$ cat src/rtl/irrig_pkg.sv
`default_nettype none
// +----------------------------------------------------------------------------+
// | irrig_pkg : shared types and constants for the irrigation controller       |
// | Rev 1.0   : initial release                                                |
// +----------------------------------------------------------------------------+
package irrig_pkg;

  typedef enum logic [2:0] {
    ST_IDLE     = 3'd0,
    ST_SPRINKLE = 3'd1,
    ST_DRIP     = 3'd2,
    ST_REST     = 3'd3,
    ST_FAULT    = 3'd4
  } irrig_state_e;

  localparam int C_CNT_W          = 8;
  localparam int C_MIN_RUN_DEF    = 4;
  localparam int C_MAX_RUN_DEF    = 10;
  localparam int C_REST_TICKS_DEF = 3;
  localparam int C_FLT_TICKS_DEF  = 2;
  localparam int C_FILL_TOUT_DEF  = 20;

  function automatic logic [C_CNT_W-1:0] sat_inc(input logic [C_CNT_W-1:0] v);
    return (v == '1) ? v : v + 1'b1;
  endfunction

endpackage
`default_nettype wire

$ cat src/rtl/irrigation_ctrl_if.sv
`default_nettype none
// +----------------------------------------------------------------------------+
// | irrigation_ctrl_if : sensor inputs and actuator outputs of irrigation_ctrl |
// | Rev 1.0            : initial release                                       |
// +----------------------------------------------------------------------------+
interface irrigation_ctrl_if;
  logic       tick;
  logic       low;
  logic       mid;
  logic       high;
  logic       erro_medida;
  logic       temp;
  logic       usolo;
  logic       uar;
  logic       aspersor;
  logic       gotejamento;
  logic       v_entrada;
  logic       alarme;
  logic [2:0] state;

  modport master (
    output tick, low, mid, high, erro_medida, temp, usolo, uar,
    input  aspersor, gotejamento, v_entrada, alarme, state
  );

  modport slave (
    input  tick, low, mid, high, erro_medida, temp, usolo, uar,
    output aspersor, gotejamento, v_entrada, alarme, state
  );
endinterface
`default_nettype wire

$ cat src/rtl/irrig_debounce.sv
`default_nettype none
// +----------------------------------------------------------------------------+
// | irrig_debounce : tick-qualified stability filter, flips after FLT_TICKS    |
// |                  consecutive disagreeing samples                           |
// | Rev 1.0        : initial release                                           |
// +----------------------------------------------------------------------------+
module irrig_debounce #(
  parameter int FLT_TICKS = 2
) (
  input  wire  clk,
  input  wire  rst_n,
  input  wire  i_tick,
  input  wire  i_din,
  output logic o_flt_nxt
);

  localparam logic [3:0] C_FLT = 4'(FLT_TICKS);

  logic       r_flt;
  logic       w_flt_nxt;
  logic [3:0] r_cnt;
  logic [3:0] w_cnt_nxt;
  logic [3:0] w_cnt_inc;

  assign w_cnt_inc = r_cnt + 4'd1;

  always_comb begin
    w_flt_nxt = r_flt;
    w_cnt_nxt = r_cnt;
    if (i_tick) begin
      if (i_din != r_flt) begin
        if (w_cnt_inc == C_FLT) begin
          w_flt_nxt = i_din;
          w_cnt_nxt = 4'd0;
        end else begin
          w_cnt_nxt = w_cnt_inc;
        end
      end else begin
        w_cnt_nxt = 4'd0;
      end
    end
  end

  always_ff @(posedge clk or negedge rst_n) begin
    if (!rst_n) begin
      r_flt <= 1'b0;
      r_cnt <= 4'd0;
    end else begin
      r_flt <= w_flt_nxt;
      r_cnt <= w_cnt_nxt;
    end
  end

  // The controller acts on the flip in the same tick it happens.
  assign o_flt_nxt = w_flt_nxt;

endmodule
`default_nettype wire

$ cat src/rtl/irrigation_ctrl.sv
`default_nettype none
// +----------------------------------------------------------------------------+
// | irrigation_ctrl : tick-paced irrigation FSM with inlet-valve hysteresis    |
// |                   and fault lock-out. Optional fill timeout alarm enabled  |
// |                   by defining IRRIG_FILL_TIMEOUT_EN.                       |
// | Rev 1.0         : initial release                                          |
// +----------------------------------------------------------------------------+
module irrigation_ctrl
  import irrig_pkg::*;
#(
  parameter int MIN_RUN      = C_MIN_RUN_DEF,
  parameter int MAX_RUN      = C_MAX_RUN_DEF,
  parameter int REST_TICKS   = C_REST_TICKS_DEF,
  parameter int FLT_TICKS    = C_FLT_TICKS_DEF,
  parameter int FILL_TIMEOUT = C_FILL_TOUT_DEF
) (
  input  wire              clk,
  input  wire              rst_n,
  irrigation_ctrl_if.slave bus
);

  localparam logic [C_CNT_W-1:0] C_MIN  = C_CNT_W'(MIN_RUN);
  localparam logic [C_CNT_W-1:0] C_MAX  = C_CNT_W'(MAX_RUN);
  localparam logic [C_CNT_W-1:0] C_REST = C_CNT_W'(REST_TICKS);
  localparam logic [C_CNT_W-1:0] C_FILL = C_CNT_W'(FILL_TIMEOUT);

  logic [6:0] r_sync1;
  logic [6:0] r_sync2;
  logic       w_low, w_mid, w_high, w_err, w_temp, w_usolo, w_uar;
  logic       w_flt;
  logic       w_unused;

  irrig_state_e       r_state;
  irrig_state_e       w_state_nxt;
  logic [C_CNT_W-1:0] r_cnt;
  logic [C_CNT_W-1:0] w_cnt_nxt;
  logic [C_CNT_W-1:0] w_cnt_inc;
  logic               r_valve;
  logic               w_valve_nxt;
  logic               w_fill_alm_nxt;
  logic               r_asp, r_got, r_vin, r_alm;

  always_ff @(posedge clk or negedge rst_n) begin
    if (!rst_n) begin
      r_sync1 <= '0;
      r_sync2 <= '0;
    end else begin
      r_sync1 <= {bus.low, bus.mid, bus.high, bus.erro_medida,
                  bus.temp, bus.usolo, bus.uar};
      r_sync2 <= r_sync1;
    end
  end

  assign {w_low, w_mid, w_high, w_err, w_temp, w_usolo, w_uar} = r_sync2;

  irrig_debounce #(
    .FLT_TICKS (FLT_TICKS)
  ) u_err_flt (
    .clk       (clk),
    .rst_n     (rst_n),
    .i_tick    (bus.tick),
    .i_din     (w_err),
    .o_flt_nxt (w_flt)
  );

  assign w_cnt_inc = sat_inc(r_cnt);

  always_comb begin
    w_state_nxt = r_state;
    w_cnt_nxt   = r_cnt;
    w_valve_nxt = r_valve;
    if (bus.tick) begin
      // Valve is frozen while locked out; high wins over an empty reading.
      if (r_state != ST_FAULT) begin
        if (w_high)
          w_valve_nxt = 1'b0;
        else if (!w_low)
          w_valve_nxt = 1'b1;
      end

      if (w_flt) begin
        w_state_nxt = ST_FAULT;
        w_cnt_nxt   = '0;
      end else if (r_state == ST_FAULT) begin
        w_state_nxt = ST_IDLE;
        w_cnt_nxt   = '0;
      end else if (!w_low && (r_state != ST_IDLE)) begin
        w_state_nxt = ST_IDLE;
        w_cnt_nxt   = '0;
      end else begin
        unique case (r_state)
          ST_IDLE: begin
            w_cnt_nxt = '0;
            if (w_usolo && w_low)
              w_state_nxt = (w_temp || w_uar) ? ST_DRIP : ST_SPRINKLE;
          end
          ST_SPRINKLE, ST_DRIP: begin
            w_cnt_nxt = w_cnt_inc;
            if (((w_cnt_inc >= C_MIN) && !w_usolo) || (w_cnt_inc == C_MAX)) begin
              w_state_nxt = ST_REST;
              w_cnt_nxt   = '0;
            end
          end
          ST_REST: begin
            w_cnt_nxt = w_cnt_inc;
            if (w_cnt_inc == C_REST) begin
              w_state_nxt = ST_IDLE;
              w_cnt_nxt   = '0;
            end
          end
          default: begin
            w_state_nxt = ST_IDLE;
            w_cnt_nxt   = '0;
          end
        endcase
      end
    end
  end

`ifdef IRRIG_FILL_TIMEOUT_EN
  logic [C_CNT_W-1:0] r_fill;
  logic [C_CNT_W-1:0] w_fill_nxt;
  logic               r_fill_alm;

  // Counts consecutive open-valve ticks; the alarm latches until reset.
  always_comb begin
    w_fill_nxt     = r_fill;
    w_fill_alm_nxt = r_fill_alm;
    if (bus.tick) begin
      if (r_vin) begin
        w_fill_nxt = sat_inc(r_fill);
        if (w_fill_nxt == C_FILL)
          w_fill_alm_nxt = 1'b1;
      end else begin
        w_fill_nxt = '0;
      end
    end
  end

  always_ff @(posedge clk or negedge rst_n) begin
    if (!rst_n) begin
      r_fill     <= '0;
      r_fill_alm <= 1'b0;
    end else begin
      r_fill     <= w_fill_nxt;
      r_fill_alm <= w_fill_alm_nxt;
    end
  end

  assign w_unused = w_mid;
`else
  assign w_fill_alm_nxt = 1'b0;
  assign w_unused       = w_mid ^ (^C_FILL);
`endif

  always_ff @(posedge clk or negedge rst_n) begin
    if (!rst_n) begin
      r_state <= ST_IDLE;
      r_cnt   <= '0;
      r_valve <= 1'b0;
      r_asp   <= 1'b0;
      r_got   <= 1'b0;
      r_vin   <= 1'b0;
      r_alm   <= 1'b0;
    end else begin
      r_state <= w_state_nxt;
      r_cnt   <= w_cnt_nxt;
      r_valve <= w_valve_nxt;
      r_asp   <= (w_state_nxt == ST_SPRINKLE);
      r_got   <= (w_state_nxt == ST_DRIP);
      r_vin   <= w_valve_nxt && (w_state_nxt != ST_FAULT) && !w_fill_alm_nxt;
      r_alm   <= (w_state_nxt == ST_FAULT) || w_fill_alm_nxt;
    end
  end

  assign bus.aspersor    = r_asp;
  assign bus.gotejamento = r_got;
  assign bus.v_entrada   = r_vin;
  assign bus.alarme      = r_alm;
  assign bus.state       = r_state;

endmodule
`default_nettype wire

$ cat src/flat_wrapper.sv
// flat-port wrapper written by rule: the top's interface ports become plain ports
module irrigation_ctrl_flat import irrig_pkg::*;
#(
  parameter int MIN_RUN      = C_MIN_RUN_DEF,
  parameter int MAX_RUN      = C_MAX_RUN_DEF,
  parameter int REST_TICKS   = C_REST_TICKS_DEF,
  parameter int FLT_TICKS    = C_FLT_TICKS_DEF,
  parameter int FILL_TIMEOUT = C_FILL_TOUT_DEF
)
  (clk, rst_n, bus_tick, bus_low, bus_mid, bus_high, bus_erro_medida, bus_temp, bus_usolo, bus_uar, bus_aspersor, bus_gotejamento, bus_v_entrada, bus_alarme, bus_state);
  irrigation_ctrl_if bus_i ();
  input  wire clk;
  input  wire rst_n;
  input wire logic [$bits(bus_i.tick)-1:0] bus_tick;
  input wire logic [$bits(bus_i.low)-1:0] bus_low;
  input wire logic [$bits(bus_i.mid)-1:0] bus_mid;
  input wire logic [$bits(bus_i.high)-1:0] bus_high;
  input wire logic [$bits(bus_i.erro_medida)-1:0] bus_erro_medida;
  input wire logic [$bits(bus_i.temp)-1:0] bus_temp;
  input wire logic [$bits(bus_i.usolo)-1:0] bus_usolo;
  input wire logic [$bits(bus_i.uar)-1:0] bus_uar;
  output wire logic [$bits(bus_i.aspersor)-1:0] bus_aspersor;
  output wire logic [$bits(bus_i.gotejamento)-1:0] bus_gotejamento;
  output wire logic [$bits(bus_i.v_entrada)-1:0] bus_v_entrada;
  output wire logic [$bits(bus_i.alarme)-1:0] bus_alarme;
  output wire logic [$bits(bus_i.state)-1:0] bus_state;
  assign bus_i.tick = bus_tick;
  assign bus_i.low = bus_low;
  assign bus_i.mid = bus_mid;
  assign bus_i.high = bus_high;
  assign bus_i.erro_medida = bus_erro_medida;
  assign bus_i.temp = bus_temp;
  assign bus_i.usolo = bus_usolo;
  assign bus_i.uar = bus_uar;
  assign bus_aspersor = bus_i.aspersor;
  assign bus_gotejamento = bus_i.gotejamento;
  assign bus_v_entrada = bus_i.v_entrada;
  assign bus_alarme = bus_i.alarme;
  assign bus_state = bus_i.state;
  irrigation_ctrl #(.MIN_RUN(MIN_RUN), .MAX_RUN(MAX_RUN), .REST_TICKS(REST_TICKS), .FLT_TICKS(FLT_TICKS), .FILL_TIMEOUT(FILL_TIMEOUT)) u_core (.clk(clk), .rst_n(rst_n), .bus(bus_i));
endmodule
$ cat config.mk
export PLATFORM = sky130hd
export DESIGN_NAME = irrigation_ctrl_flat
export DESIGN_NICKNAME = d
export VERILOG_FILES = /design/src/rtl/irrig_pkg.sv /design/src/rtl/irrigation_ctrl_if.sv /design/src/rtl/irrig_debounce.sv /design/src/rtl/irrigation_ctrl.sv /design/src/flat_wrapper.sv
export SDC_FILE = /design/constraint.sdc
export NUM_CORES = 1
export LEC_CHECK = 0
export ABC_AREA = 1
export CORE_UTILIZATION = 50
export CTS_CLUSTER_SIZE = 16
export DETAILED_ROUTE_END_ITERATION = 16
export GPL_TIMING_DRIVEN = 1
export PLACE_DENSITY = 0.71
export SLEW_MARGIN = 5
export SYNTH_ARGS = -nofsm -noshare
export SYNTH_HDL_FRONTEND = slang
export SYNTH_SLANG_ARGS = --single-unit
$ cat constraint.sdc
create_clock -name clk -period 2.4 [get_ports clk]
set_input_delay 0.48 -clock clk [delete_from_list [all_inputs] [get_ports clk]]
set_output_delay 0.48 -clock clk [all_outputs]
set_load 0.03 [all_outputs]
==> metrics.txt, run 1 <==
# TYPE chip_impl_metric gauge
chip_impl_metric{name="count_of_final_setup_violators",unit=""} 0
chip_impl_metric{name="cts_hold_repair.buffers",unit=""} 0
chip_impl_metric{name="finalHoldViolations",unit=""} 0
chip_impl_metric{name="cap_viol_max_count",unit=""} 0
chip_impl_metric{name="achievable-frequency",unit="MHz"} 468
chip_impl_metric{name="antenna_found_initial",unit=""} 0
chip_impl_metric{name="synth_async_sr_flop_share",unit="%"} 100
chip_impl_metric{name="cts_resized",unit=""} 0
chip_impl_metric{name="clockPowerShare",unit="%"} 25.0
chip_impl_metric{name="total_leakage_power",unit="µW"} 0.000975
chip_impl_metric{name="synth_edf_count",unit=""} 0
chip_impl_metric{name="grt_remaining_overflow",unit=""} 0
chip_impl_metric{name="data_required_time_of_the_critical_path",unit="ps"} 2630
chip_impl_metric{name="wl",unit="µm"} 3240
chip_impl_metric{name="power.net_switching",unit="µW"} 453
chip_impl_metric{name="period_needed",unit="ps"} 2140
chip_impl_metric{name="final.period_utilization",unit="%"} 89.0
chip_impl_metric{name="skew",unit="ps"} 4.03
chip_impl_metric{name="drive_gt1_share",unit="%"} 15.2
chip_impl_metric{name="vias_per_cell",unit=""} 5.12
chip_impl_metric{name="slew-limit-headroom",unit="%"} 73.5
chip_impl_metric{name="cp_max_fo",unit=""} 12
chip_impl_metric{name="switching_share",unit="%"} 32.7
chip_impl_metric{name="largest_net_degree_at_the_start_of_global_routing",unit=""} 34
chip_impl_info{name="min_path_type",value="register to register"} 1
chip_impl_info{name="final_cell_mix",value="45 x sky130_fd_sc_hd__nand2_1, 33 x sky130_fd_sc_hd__dfrtp_1, 30 x sky130_fd_sc_hd__inv_1"} 1
chip_impl_metric{name="clock_sinks",unit=""} 33
chip_impl_metric{name="peakVddDrop",unit="mV"} 0.520
chip_impl_info{name="clock_tree_from_tritoncts",value="yes"} 1
chip_impl_metric{name="cts_max_level",unit=""} 2
chip_impl_metric{name="area.growth.synth_to_final",unit="%"} 15.7
chip_impl_metric{name="worstMarginPinSlew",unit="ps"} 387
chip_impl_metric{name="post_placement_cell_count",unit=""} 266
chip_impl_metric{name="pwr-share-comb",unit="%"} 26.2
chip_impl_metric{name="synthesis.yosys.warnings",unit=""} 0
chip_impl_metric{name="cts-root-to-sink-buffers",unit=""} 2
chip_impl_metric{name="global_route_wire_length_before_repair",unit="µm"} 5350
chip_impl_metric{name="drv_slew",unit=""} 0
chip_impl_info{name="cts_root_buffer",value="sky130_fd_sc_hd__clkbuf_4"} 1
chip_impl_metric{name="insertedDiodeCount",unit=""} 0
chip_impl_metric{name="synth_sequential_area_ratio",unit="%"} 47.9
chip_impl_metric{name="cellPowerDensity",unit="mW/mm²"} 693
chip_impl_info{name="timing.critical_path.to_type",value="register"} 1
chip_impl_metric{name="syn_avg_cell_area",unit="µm²"} 8.32
chip_impl_metric{name="stdcell_count",unit=""} 274
chip_impl_metric{name="grt_use_total",unit="%"} 20.4
chip_impl_metric{name="die-width",unit="µm"} 60.7
chip_impl_metric{name="timing.setup.tns",unit="ps"} 0
chip_impl_info{name="rsz0062_at_grt",value="no"} 1
chip_impl_metric{name="synth_fp_nets",unit=""} 220
chip_impl_metric{name="clk_transition_reported_paths",unit="ps"} 90
chip_impl_metric{name="die_area",unit="mm²"} 0.00368
chip_impl_info{name="worstSetupStartpointType",value="register"} 1
chip_impl_info{name="final_common_cell",value="sky130_fd_sc_hd__nand2_1"} 1
chip_impl_metric{name="p_total",unit="µW"} 1380
chip_impl_metric{name="synthCells",unit=""} 207
chip_impl_metric{name="synth_area",unit="mm²"} 0.00172
chip_impl_metric{name="route.detailed.drc",unit=""} 0
chip_impl_metric{name="dp_hpwl",unit="µm"} 2470
chip_impl_metric{name="synth_seq_cells",unit=""} 33
chip_impl_info{name="setup.worst_path.class",value="register to register"} 1
chip_impl_metric{name="pwr-share-seq",unit="%"} 48.8
chip_impl_info{name="synth-main-ff-cell",value="sky130_fd_sc_hd__dfrtp_1"} 1
chip_impl_metric{name="grt_pass1_vias",unit=""} 1373
chip_impl_metric{name="nFillCells",unit=""} 281
chip_impl_metric{name="postCtsSetupBuffers",unit=""} 0
chip_impl_metric{name="std_cell_rows",unit=""} 20
chip_impl_metric{name="placer_s_final_routability_congestion_estimate",unit=""} 0.841
chip_impl_metric{name="p_int",unit="µW"} 929
chip_impl_metric{name="clock_insertion_delay_worst_skew",unit="ps"} 330
chip_impl_metric{name="io_buffer_count",unit=""} 15
chip_impl_metric{name="initial_core_util",unit="%"} 54.6
chip_impl_metric{name="route.detailed.wl_per_inst",unit="µm"} 11.8
chip_impl_metric{name="routed-via-count",unit=""} 1403
chip_impl_metric{name="standard_cell_core_area",unit="mm²"} 0.00315
chip_impl_metric{name="die_y",unit="µm"} 60.7
chip_impl_metric{name="synth.lib_cells_used.distinct",unit=""} 28
chip_impl_metric{name="data_arrival_at_the_endpoint_of_the_critical_path",unit="ps"} 2370
chip_impl_metric{name="pin_count",unit=""} 17
chip_impl_metric{name="detailedRoute.firstIterationViolations",unit=""} 83
chip_impl_metric{name="num-nets-final",unit=""} 242
chip_impl_info{name="outcome",value="complete, no violations"} 1
chip_impl_metric{name="final_antenna_net_count",unit=""} 0
chip_impl_metric{name="clock_buffers_created_by_tritoncts",unit=""} 5
chip_impl_metric{name="detailedRoute.firstPassIterationCount",unit=""} 5
cells by family (layout without fill, tap and decap cells):
kind of cell | count (synthesis) | in the layout | share of synthesized area, %
AO/OA/AOI/OAI | 26 | 26 | 8.86
buffers and inverters | 33 | 56 | 8.13
adder cells (fa/ha/maj) | 3 | 3 | 2.18
flip-flops | 33 | 33 | 47.9
AND/OR/NAND/NOR | 108 | 108 | 30.9
XOR/XNOR | 4 | 4 | 2.03
power by group through the flow:
stage / Combinational (µW) / Clock, µW / Sequential [µW]
6_report: 362 / 346 / 674
5_1_grt: 402 / 385 / 684
4_1_cts: 364 / 363 / 675
3_5_place_dp: 361 / 0 / 686
3_3_place_gp: 349 / 0 / 682
2_1_floorplan: 182 / 0 / 727
cell usage after synthesis (3+ instances only):
library cell | count | area share (%)
sky130_fd_sc_hd__nand4_1 | 3 | 1.1
sky130_fd_sc_hd__nand3_1 | 20 | 5.8
sky130_fd_sc_hd__nand2_2 | 10 | 3.6
sky130_fd_sc_hd__ha_1 | 3 | 2.2
sky130_fd_sc_hd__dfrtp_1 | 33 | 48
sky130_fd_sc_hd__o21ai_0 | 10 | 2.9
sky130_fd_sc_hd__o21ai_1 | 4 | 1.2
sky130_fd_sc_hd__nor2_2 | 5 | 1.8
sky130_fd_sc_hd__nor2_1 | 16 | 3.5
sky130_fd_sc_hd__inv_1 | 30 | 6.5
sky130_fd_sc_hd__nand2_1 | 45 | 9.8
sky130_fd_sc_hd__a21oi_1 | 5 | 1.5
through the flow:
step / cell area (µm²) / hold slack [ps] / utilization [%] / setup WS [ps]
6_report: 1990 / 354 / 63.2 / 264
5_1_grt: 1990 / 362 / 63.2 / 55.0
4_1_cts: 1990 / 358 / 63.2 / 248
3_5_place_dp: 1920 / 336 / 61.0 / 269
3_3_place_gp: 1920 / 334 / 61.0 / 301
2_1_floorplan: 1720 / 184 / - / 456
sequential cells by signal, summed over array words and instances (netlist names), 3 cells and up:
signal	cells
u_core.r_cnt	8
u_core.r_sync1	6
u_core.r_sync2	6
u_core.u_err_flt.r_cnt	4
u_core.bus.state	3
worst paths after layout:
path,cells after the start,endpoint,slack (ps),from
worst min register to register,0,u_core.r_sync2[3],350,u_core.r_sync1[3]
max in group asynchronous,2,u_core.bus.aspersor,1570,rst_n
min in group asynchronous,2,u_core.u_err_flt.r_cnt[1],540,rst_n
worst min-delay path,0,u_core.r_sync2[3],350,u_core.r_sync1[3]
worst max register to register,15,u_core.bus.v_entrada,260,u_core.r_cnt[0]
worst max-delay path,15,u_core.bus.v_entrada,260,u_core.r_cnt[0]
cell type report:
cell class | instances | area [µm²] | area share (%)
clock buffers | 7 | 65.1 | 3.26
multi-input cells | 141 | 757 | 38.0
flip-flops and latches | 33 | 826 | 41.4
inverters | 30 | 113 | 5.65
repair buffers | 18 | 173 | 8.66
clock inverters | 1 | 5.00 | 0.251
well taps | 44 | 55.1 | 2.76
per-layer routing:
layer / global-route usage (%) / up-vias / share of wire (%)
met4: 14.6 / 0 / 2.9
met5: 0 / - / 0
met1: 22.2 / 650 / 41
met3: 4.48 / 13 / 5.8
met2: 35.2 / 36 / 50
li1: - / 704 / -
worst max-delay path, stage by stage (launching register included):
cell and delay [ps]:
sky130_fd_sc_hd__dfrtp_1 440, sky130_fd_sc_hd__ha_1 270, sky130_fd_sc_hd__nand2_2 100, sky130_fd_sc_hd__nor2_4 50, sky130_fd_sc_hd__nand2_4 160, sky130_fd_sc_hd__nand2_2 70
sky130_fd_sc_hd__nor2_2 90, sky130_fd_sc_hd__nand2_1 70, sky130_fd_sc_hd__nor2_2 120, sky130_fd_sc_hd__nand3_1 140, sky130_fd_sc_hd__a21oi_1 150, sky130_fd_sc_hd__nand2_1 70
sky130_fd_sc_hd__nand2_2 80, sky130_fd_sc_hd__nand3_1 100, sky130_fd_sc_hd__nand2_1 70, sky130_fd_sc_hd__inv_1 30
Power figures use the tool's default switching activity.
==> run 2: changes to the inputs <==
--- a/config.mk
+++ b/config.mk
@@ -10,7 +10,7 @@
 export CTS_CLUSTER_SIZE = 16
 export DETAILED_ROUTE_END_ITERATION = 16
 export GPL_TIMING_DRIVEN = 1
-export PLACE_DENSITY = 0.71
+export PLACE_DENSITY = 0.75
 export SLEW_MARGIN = 5
 export SYNTH_ARGS = -nofsm -noshare
 export SYNTH_HDL_FRONTEND = slang
==> metrics.txt, run 2 (synthesis gave the netlist of run 1 again) <==
# TYPE chip_impl_metric gauge
chip_impl_metric{name="cts_max_level",unit=""} 2
chip_impl_metric{name="slew-limit-headroom",unit="%"} 71.0
chip_impl_info{name="grt_max_usage_layer",value="met2"} 1
chip_impl_info{name="ff_to_ff_end",value="u_core.bus.v_entrada"} 1
chip_impl_metric{name="hold_depth",unit=""} 0
chip_impl_metric{name="drive_gt1_share",unit="%"} 15.2
chip_impl_metric{name="period_needed",unit="ps"} 2150
chip_impl_metric{name="final.setup.worst_slack",unit="ps"} 246
chip_impl_metric{name="cap_viol_max_count",unit=""} 0
chip_impl_metric{name="cts_hold_repair.buffers",unit=""} 0
chip_impl_metric{name="finalHoldViolations",unit=""} 0
chip_impl_info{name="hold_path_end",value="u_core.r_sync2[6]"} 1
chip_impl_metric{name="clockPowerShare",unit="%"} 25.4
chip_impl_metric{name="initial_core_util",unit="%"} 54.6
chip_impl_metric{name="final.period_utilization",unit="%"} 89.7
chip_impl_metric{name="grt_use_total",unit="%"} 19.7
chip_impl_metric{name="cellPowerDensity",unit="mW/mm²"} 685
chip_impl_metric{name="gr-usage-met2",unit="%"} 31.1
chip_impl_metric{name="layout.cell_area.non_filler",unit="mm²"} 0.00199
chip_impl_metric{name="p_int",unit="µW"} 927
chip_impl_metric{name="timing.setup.tns",unit="ps"} 0
chip_impl_metric{name="detailed_place.area",unit="mm²"} 0.00192
chip_impl_metric{name="die_area",unit="mm²"} 0.00368
chip_impl_metric{name="vias_per_cell",unit=""} 4.97
chip_impl_metric{name="achievable-frequency",unit="MHz"} 464
chip_impl_metric{name="io_buffer_count",unit=""} 15
chip_impl_metric{name="switching_share",unit="%"} 32.1
chip_impl_info{name="min_path_type",value="register to register"} 1
chip_impl_metric{name="dp_hpwl",unit="µm"} 2250
chip_impl_metric{name="global_route_wire_length_before_repair",unit="µm"} 5190
chip_impl_metric{name="die_y",unit="µm"} 60.7
chip_impl_info{name="timing.critical_path.to_type",value="register"} 1
chip_impl_metric{name="grt_pass1_vias",unit=""} 1244
chip_impl_info{name="holdCritStartpoint",value="u_core.r_sync1[6]"} 1
chip_impl_info{name="clock_tree_from_tritoncts",value="yes"} 1
chip_impl_metric{name="detailedRoute.firstIterationViolations",unit=""} 68
chip_impl_metric{name="routed-via-count",unit=""} 1361
chip_impl_metric{name="grt_remaining_overflow",unit=""} 0
chip_impl_metric{name="p_total",unit="µW"} 1370
chip_impl_metric{name="largest_reg_flops",unit=""} 8
chip_impl_info{name="worstSetupStartpointType",value="register"} 1
chip_impl_metric{name="clock_sinks",unit=""} 33
chip_impl_metric{name="cts-root-to-sink-buffers",unit=""} 2
chip_impl_metric{name="area.growth.synth_to_final",unit="%"} 15.7
chip_impl_metric{name="clk_transition_reported_paths",unit="ps"} 110
chip_impl_info{name="rsz0062_at_grt",value="no"} 1
chip_impl_info{name="largest_register",value="u_core.r_cnt"} 1
chip_impl_metric{name="std_cell_rows",unit=""} 20
chip_impl_info{name="cts_root_buffer",value="sky130_fd_sc_hd__clkbuf_4"} 1
chip_impl_metric{name="insertedDiodeCount",unit=""} 0
chip_impl_metric{name="nFillCells",unit=""} 302
chip_impl_metric{name="skew",unit="ps"} 17.6
chip_impl_metric{name="final_antenna_net_count",unit=""} 0
chip_impl_metric{name="reg2reg_depth",unit=""} 15
chip_impl_metric{name="total_leakage_power",unit="µW"} 0.000975
chip_impl_metric{name="placer_s_final_routability_congestion_estimate",unit=""} 0.844
chip_impl_info{name="final_cell_mix",value="45 x sky130_fd_sc_hd__nand2_1, 33 x sky130_fd_sc_hd__dfrtp_1, 30 x sky130_fd_sc_hd__inv_1"} 1
chip_impl_metric{name="antenna_found_initial",unit=""} 0
chip_impl_metric{name="route.detailed.drc",unit=""} 0
chip_impl_metric{name="clock_insertion_delay_worst_skew",unit="ps"} 340
chip_impl_metric{name="cts_resized",unit=""} 0
chip_impl_metric{name="detailedRoute.firstPassIterationCount",unit=""} 4
chip_impl_metric{name="worstMarginPinSlew",unit="ps"} 424
chip_impl_metric{name="peakVddDrop",unit="mV"} 0.457
chip_impl_metric{name="route.detailed.wl_per_inst",unit="µm"} 10.8
chip_impl_metric{name="postCtsSetupBuffers",unit=""} 0
chip_impl_metric{name="post_placement_cell_count",unit=""} 266
chip_impl_metric{name="drv_slew",unit=""} 0
chip_impl_metric{name="wl",unit="µm"} 2960
chip_impl_info{name="layout_top_registers",value="u_core.r_cnt x8, u_core.r_sync1 x6, u_core.r_sync2 x6"} 1
chip_impl_metric{name="power.net_switching",unit="µW"} 438
chip_impl_metric{name="data_required_time_of_the_critical_path",unit="ps"} 2630
chip_impl_metric{name="largest_net_degree_at_the_start_of_global_routing",unit=""} 34
chip_impl_info{name="setup.worst_path.class",value="register to register"} 1
chip_impl_metric{name="pwr-share-seq",unit="%"} 49.2
chip_impl_metric{name="num-nets-final",unit=""} 242
chip_impl_metric{name="pin_count",unit=""} 17
chip_impl_info{name="reg2reg_from",value="u_core.r_cnt[0]"} 1
chip_impl_metric{name="worst-r2r-setup-slack",unit="ps"} 250
chip_impl_metric{name="pwr-share-comb",unit="%"} 25.4
chip_impl_metric{name="dp_slack",unit="ps"} 284
chip_impl_metric{name="data_arrival_at_the_endpoint_of_the_critical_path",unit="ps"} 2390
chip_impl_info{name="final_common_cell",value="sky130_fd_sc_hd__nand2_1"} 1
chip_impl_metric{name="count_of_final_setup_violators",unit=""} 0
chip_impl_metric{name="stdcell_count",unit=""} 274
chip_impl_metric{name="use_met1",unit="%"} 25.8
chip_impl_metric{name="grtUsageMet3",unit="%"} 5.76
chip_impl_info{name="outcome",value="complete, no violations"} 1
chip_impl_metric{name="cp_max_fo",unit=""} 12
chip_impl_metric{name="die-width",unit="µm"} 60.7
chip_impl_metric{name="standard_cell_core_area",unit="mm²"} 0.00315
chip_impl_metric{name="clock_buffers_created_by_tritoncts",unit=""} 5
run 2: cell counts in the layout (fill, tap and decap cells not counted):
No cell type changed its count.
run 2: how the worst max path moves through the flow:
stage	endpoint	cells after the start	start	slack [ps]
after detailed placement	u_core.bus.v_entrada	15	u_core.r_cnt[0]	280
final	u_core.bus.v_entrada	15	u_core.r_cnt[0]	250
after global routing	u_core.bus.v_entrada	13	u_core.u_err_flt.r_cnt[0]	40
after floorplan	u_core.bus.v_entrada	16	u_core.r_cnt[0]	460
after CTS	u_core.bus.v_entrada	15	u_core.r_cnt[0]	250
after global placement	u_core.bus.v_entrada	10	bus_tick	280
run 2: cell type report:
type	count	area [µm²]	share of cell area, %
flip-flops and latches	33	826	41.4
repair buffers	18	173	8.66
well taps	44	55.1	2.76
inverters	30	113	5.65
clock inverters	1	5.00	0.251
clock buffers	7	65.1	3.26
multi-input cells	141	757	38.0
run 2: power groups by stage:
stage | sequential [µW] | clock (µW) | combinational (µW)
after CTS | 672 | 362 | 352
after floorplan | 727 | 0 | 182
after detailed placement | 683 | 0 | 351
final | 671 | 347 | 347
after global placement | 680 | 0 | 347
after global routing | 685 | 382 | 392
run 2: stage by stage:
| stage | hold slack (ps) | util [%] |
|---|---|---|
| 2_1_floorplan | 184 | - |
| 3_3_place_gp | 332 | 61.0 |
| 3_5_place_dp | 337 | 61.0 |
| 4_1_cts | 359 | 63.2 |
| 5_1_grt | 365 | 63.2 |
| 6_report | 354 | 63.2 |
run 2: metal layers:
metal	wire, µm	vias up
met5	0	-
met2	1370	21
met1	1430	630
met4	51	0
li1	-	704
met3	112	6
run 2: worst max-delay path, stage by stage (launching register included):
cell,delay [ps]
sky130_fd_sc_hd__dfrtp_1,440
sky130_fd_sc_hd__ha_1,270
sky130_fd_sc_hd__nand2_2,100
sky130_fd_sc_hd__nor2_4,50
sky130_fd_sc_hd__nand2_4,160
sky130_fd_sc_hd__nand2_2,80
sky130_fd_sc_hd__nor2_2,90
sky130_fd_sc_hd__nand2_1,70
sky130_fd_sc_hd__nor2_2,130
sky130_fd_sc_hd__nand3_1,130
sky130_fd_sc_hd__a21oi_1,150
sky130_fd_sc_hd__nand2_1,80
sky130_fd_sc_hd__nand2_2,80
sky130_fd_sc_hd__nand3_1,100
sky130_fd_sc_hd__nand2_1,80
sky130_fd_sc_hd__inv_1,30
